[src/rtl/avalon_pkg.sv]
// Shared definitions for the Avalon-MM register slave:
// wait-state FSM encoding, byte-lane count and RO counter address.
package avalon_pkg;

    typedef enum logic {
        IDLE  = 1'b0,
        STALL = 1'b1
    } ws_state_e;

    localparam int BYTE_LANES = 4;
    localparam int DATA_W     = 8 * BYTE_LANES;

    // The write counter always occupies the last mapped word.
    function automatic int ro_addr(input int num_regs);
        return num_regs - 1;
    endfunction

endpackage

[src/rtl/avalon_read_pipe.sv]
// Fixed-latency read return pipe of {valid, data}.
// Ports: clk, rst_n (sync clear), i_valid/i_data in, o_valid/o_data out.
module avalon_read_pipe
    import avalon_pkg::*;
#(
    parameter int LATENCY = 2
) (
    input  logic              clk,
    input  logic              rst_n,
    input  logic              i_valid,
    input  logic [DATA_W-1:0] i_data,
    output logic              o_valid,
    output logic [DATA_W-1:0] o_data
);

    logic [LATENCY-1:0] r_valid;
    logic [DATA_W-1:0]  r_data [LATENCY];

    always_ff @(posedge clk) begin
        if (!rst_n) begin
            r_valid <= '0;
            for (int i = 0; i < LATENCY; i++) begin
                r_data[i] <= '0;
            end
        end else begin
            r_valid[0] <= i_valid;
            r_data[0]  <= i_data;
            for (int i = 1; i < LATENCY; i++) begin
                r_valid[i] <= r_valid[i-1];
                r_data[i]  <= r_data[i-1];
            end
        end
    end

    assign o_valid = r_valid[LATENCY-1];
    assign o_data  = r_data[LATENCY-1];

endmodule

[src/rtl/avalon_reg_slave.sv]
// Avalon-MM register slave: RW bank, RO write counter, wait states,
// pipelined reads. Ports: Avalon-MM slave signals plus reg0_export.
module avalon_reg_slave
    import avalon_pkg::*;
#(
    parameter int NUM_REGS     = 4,
    parameter int ADDR_W       = 2,
    parameter int WAIT_STATES  = 1,
    parameter int READ_LATENCY = 2
) (
    input  logic                  clk,
    input  logic                  reset_n,
    input  logic [ADDR_W-1:0]     address,
    input  logic                  read,
    input  logic                  write,
    input  logic [BYTE_LANES-1:0] byteenable,
    input  logic [DATA_W-1:0]     writedata,
    output logic [DATA_W-1:0]     readdata,
    output logic                  readdatavalid,
    output logic                  waitrequest,
    output logic [DATA_W-1:0]     reg0_export
);

    localparam int              NRW  = NUM_REGS - 1;
    localparam logic [2:0]      WS   = 3'(WAIT_STATES);
    localparam logic [ADDR_W-1:0] RO_A = ADDR_W'(ro_addr(NUM_REGS));

    ws_state_e         r_state;
    ws_state_e         w_state_nxt;
    logic [2:0]        r_ws_cnt;
    logic [2:0]        w_ws_cnt_nxt;
    logic [DATA_W-1:0] r_regs [NRW];
    logic [DATA_W-1:0] r_wcnt;

    logic              w_req;
    logic              w_accept;
    logic              w_wr_rw;
    logic              w_rd_acc;
    logic [DATA_W-1:0] w_rdata;
    logic [DATA_W-1:0] w_push_data;

    assign w_req       = read | write;
    assign w_accept    = reset_n & w_req & (r_ws_cnt == WS);
    assign waitrequest = reset_n & w_req & (r_ws_cnt != WS);

    // Simultaneous read+write: the write wins, the read is dropped.
    assign w_wr_rw  = w_accept & write & (address < RO_A);
    assign w_rd_acc = w_accept & read & ~write;

    always_comb begin
        w_state_nxt  = r_state;
        w_ws_cnt_nxt = r_ws_cnt;
        unique case (r_state)
            IDLE: begin
                if (w_req && !w_accept) begin
                    w_state_nxt  = STALL;
                    w_ws_cnt_nxt = 3'd1;
                end
            end
            STALL: begin
                // A dropped request aborts the stall with no transfer.
                if (!w_req || w_accept) begin
                    w_state_nxt  = IDLE;
                    w_ws_cnt_nxt = '0;
                end else begin
                    w_ws_cnt_nxt = r_ws_cnt + 3'd1;
                end
            end
        endcase
    end

    always_ff @(posedge clk) begin
        if (!reset_n) begin
            r_state  <= IDLE;
            r_ws_cnt <= '0;
        end else begin
            r_state  <= w_state_nxt;
            r_ws_cnt <= w_ws_cnt_nxt;
        end
    end

    always_ff @(posedge clk) begin
        if (!reset_n) begin
            r_wcnt <= '0;
            for (int i = 0; i < NRW; i++) begin
                r_regs[i] <= '0;
            end
        end else if (w_wr_rw) begin
            r_wcnt <= r_wcnt + 1'b1;
            for (int i = 0; i < NRW; i++) begin
                if (address == ADDR_W'(i)) begin
                    for (int b = 0; b < BYTE_LANES; b++) begin
                        if (byteenable[b]) begin
                            r_regs[i][8*b +: 8] <= writedata[8*b +: 8];
                        end
                    end
                end
            end
        end
    end

    always_comb begin
        w_rdata = '0;
        if (address == RO_A) begin
            w_rdata = r_wcnt;
        end
        for (int i = 0; i < NRW; i++) begin
            if (address == ADDR_W'(i)) begin
                w_rdata = r_regs[i];
            end
        end
    end

    assign w_push_data = w_rd_acc ? w_rdata : '0;

    avalon_read_pipe #(
        .LATENCY (READ_LATENCY)
    ) u_read_pipe (
        .clk     (clk),
        .rst_n   (reset_n),
        .i_valid (w_rd_acc),
        .i_data  (w_push_data),
        .o_valid (readdatavalid),
        .o_data  (readdata)
    );

    assign reg0_export = r_regs[0];

endmodule

[config.mk]
export PLATFORM = sky130hd
export DESIGN_NAME = avalon_reg_slave
export DESIGN_NICKNAME = d
export VERILOG_FILES = /design/src/rtl/avalon_pkg.sv /design/src/rtl/avalon_read_pipe.sv /design/src/rtl/avalon_reg_slave.sv
export SDC_FILE = /design/constraint.sdc
export NUM_CORES = 1
export LEC_CHECK = 0
export ABC_CLOCK_PERIOD_IN_PS = 2100
export BUFFER_PORTS_ARGS = -buffer_cell sky130_fd_sc_hd__buf_4
export CORE_UTILIZATION = 40
export DETAILED_ROUTE_END_ITERATION = 8
export HOLD_SLACK_MARGIN = 0.15
export PLACE_DENSITY = 0.61
export SKIP_CTS_REPAIR_TIMING = 1
export SLEW_MARGIN = 30
export SYNTH_ARGS = -nofsm -noshare
export SYNTH_HDL_FRONTEND = slang
export SYNTH_SLANG_ARGS = --single-unit
[constraint.sdc]
create_clock -name clk -period 2.1 [get_ports clk]
set_clock_uncertainty 0.1 [all_clocks]
set_input_delay 0.42 -clock clk [delete_from_list [all_inputs] [get_ports clk]]
set_output_delay 0.42 -clock clk [all_outputs]
set_load 0.1 [all_outputs]
==> results by group <==
Run status
  • Status: complete, no violations

Final layout
  • Area Overhead vs Synth: 24.19%
  • Diode count: 0
  • Final Instance Area: 10030 sq um
  • Layout cells sized above 1: 32.03%
  • Layout Nets: 800
  • Fill cells: 1770

Clocking
  • CTS Buffer Depth: 2
  • H-tree depth: 4
  • CTS tree: done
  • Clock-pin slew on the worst setup and hold paths: 70 ps
  • Total CTS buffers: 17
  • Worst-Skew Late Latency: 430 ps
  • Sink Count: 198
  • CTS Root Cell: clkbuf_16

Global routing
  • Global-route wire length before repair: 27910 um
  • Gr ovfl total: 0
  • Largest net degree at the start of global routing: 34
  • Total GRT Usage: 18.19%
  • Number of global-route vias before repair: 5310
  • Initial antenna violation count: 0

Critical path
  • Worst Path Arrival: 1510 ps
  • Crit path max fanout: 4
  • CP startpoint: r_ws_cnt[1]
  • Startpoint types: flop
  • Reg2Reg Depth: 9
  • WS Path Type: reg2out
  • Critical Path Max Stage Delay: 340 ps
  • CP Data Required Time: 1580 ps
  • Crit end category: output port
  • R2R Setup Slk: 70 ps
  • Critical path's slowest cell: dfxtp_2
  • Crit path cell chain: inv_1, ha_1, buf_4, a21oi_4, buf_12
  • Crit path to: waitrequest
  • Reg-to-reg endpoint: r_regs[2][24]
  • Worst R2R Start: r_ws_cnt[1]

Yosys
  • Synth area leaders: edfxtp_1, dfxtp_1, mux4_2
  • Complex-gate fraction of the synthesized area: 3.361%
  • Post-synthesis simple-gate area fraction: 19.01%
  • Cells after Synth: 633
  • Asr flop ratio synth: 0%
  • Mux contribution to synthesized area: 10.32%
  • Top cell type's share of synthesized area: 35.69%
  • Synth cell count leaders: dfxtp_1, edfxtp_1, and2_1
  • Net Count, Synth: 678
  • Top_reg_cell synth: dfxtp_1
  • Synth Warn #: 0
  • Distinct cells, synth: 43
  • Largest family of logic cells by synthesized area: simple AND/OR/NAND/NOR gates
  • Post-synthesis xor/xnor area fraction: 0.6506%
  • Post-synthesis sequential area ratio: 60.97%
  • FF+latch count, synth: 198
  • EDFF count, synth: 96
  • Most frequent cell after synthesis: dfxtp_1
  • Cell taking the most area after synthesis: edfxtp_1
  • Netlist Area Pre-Place: 8078 sq um
  • Synth Area in Adders: 0.4647%
  • Syn_area_per_cell: 12.76 sq um

Route
  • 1st-pass router iterations: 4
  • Post-route DRC: 0
  • Initial drt markers: 266
  • Vias: 5181
  • Vias per inst: 5.015
  • WL final: 17490 um
  • Avg WL per Cell: 16.93 um
  • ANT nets after route: 0

Place
  • Hpwl dp: 12810 um
  • Placer Congestion: 0.8338
  • Post-place setup slack: -12.35 ps
  • Cell Area, Placed: 9385 sq um
  • Port bufs: 107

Timing
  • Crit share post-route: 96.48%
  • Final TNS setup: 0 ps
  • Tmin final: 2026 ps
  • Final Hold Viols: 0
  • Final setup margin: 73.84 ps
  • Final setup fails: 0
  • Worst-Margin Slew: 422.9 ps
  • FMAX: 0.4935 GHz
  • RSZ-0062 raised after global routing: yes
  • Slew Viols, Final: 0
  • Worst slew margin: 71.55%

Min path
  • Min-Delay Path Class: in2reg
  • Worst hold path depth: 2

Run
  • Max-cap viol count: 0

Pwr
  • Maximum vdd drop: 492.4 uV
  • Pwr Density: 809.7 nW/um^2
  • Tot Pwr: 8123 uW
  • LEAKAGE: 0.003976 uW

Floorplanning
  • Die height: 144.1 um
  • Die Footprint: 20770 sq um
  • Area of the core: 19650 sq um
  • Initial cell density of the core: 41.10%
  • Core Rows: 51
  • IO Pins: 108
  • Die W: 144.1 um
[power by group]
part	leakage (uW)	internal (uW)	switching [uW]
combinational	0.00188	277	470
clock	0.000276	1800	1400
sequential	0.00182	4140	38.2
[cell usage in the layout (no fill, tap or decap), types with 12 or more instances in the layout]
| cell | n |
|---|---|
| a21oi_1 | 17 |
| and2_1 | 68 |
| and3_1 | 29 |
| buf_4 | 160 |
| clkbuf_16 | 17 |
| dfxtp_1 | 98 |
| edfxtp_1 | 96 |
| mux4_2 | 29 |
| nand2_1 | 46 |
| nand2b_1 | 12 |
| nand3_1 | 12 |
| nor2b_1 | 32 |
[cell type report]
type / instances / area (sq um) / area share, %
inverter: 11 / 41.29 / 0.4116
sequential: 198 / 4930 / 49.14
multi-input combinational: 357 / 2768 / 27.59
clock buffer: 22 / 454.2 / 4.527
tap: 265 / 331.6 / 3.305
clock inverter: 10 / 123.9 / 1.235
timing repair buffer: 170 / 1384 / 13.79
[worst min-delay path by stage]
| stage | start | end | slack, ps |
|---|---|---|---|
| 2_1_floorplan | u_read_pipe.r_data[0][0] | u_read_pipe.r_data[0][32] | 310 |
| 3_3_place_gp | u_read_pipe.r_data[0][6] | u_read_pipe.r_data[0][38] | 320 |
| 3_5_place_dp | u_read_pipe.r_data[0][15] | u_read_pipe.r_data[0][47] | 320 |
| 4_1_cts | writedata[20] | r_regs[0][20] | 170 |
| 5_1_grt | writedata[23] | r_regs[2][23] | 190 |
| 6_report | writedata[20] | r_regs[0][20] | 200 |
[registers in the layout, indices dropped and copies added (netlist names)]
| register | count |
|---|---|
| r_ws_cnt | 3 |
| r_regs | 96 |
| u_read_pipe.r_valid | 2 |
| r_wcnt | 32 |
| r_state | 1 |
| u_read_pipe.r_data | 64 |
[metrics by stage]
stage	hold slack [ps]	std cells	util [%]
final	196.0	1033	51.04
after global routing	186.4	1033	51.04
after CTS	171.3	1030	50.69
after detailed placement	318.1	998	47.75
after global placement	315.9	998	47.75
after floorplan	311.9	633	-
[per-layer routing]
metal | vias to the layer above | wire, um | GRT usage [%]
met3 | 10 | 632 | 3.940
li1 | 2507 | - | -
met2 | 117 | 9195 | 32.52
met1 | 2547 | 7469 | 21.92
met4 | 0 | 191 | 5.095
met5 | - | 0 | 0
[cells by family (layout without fill, tap and decap cells)]
kind of cell             Yosys count  count (layout)
AND/OR/NAND/NOR                  261             261
flip-flops                       198             198
buffers and inverters             78             213
AO/OA/AOI/OAI                     45              45
multiplexers                      42              42
XOR/XNOR                           6               6
adder cells (fa/ha/maj)            3               3
[worst max-delay path, delay by kind of cell, from the launching register on]
family	cells	cell delay, ps
compound gates	1	170
fa+ha+maj	1	180
buf+inv	3	400
flops	1	340
Power figures use the tool's default switching activity.
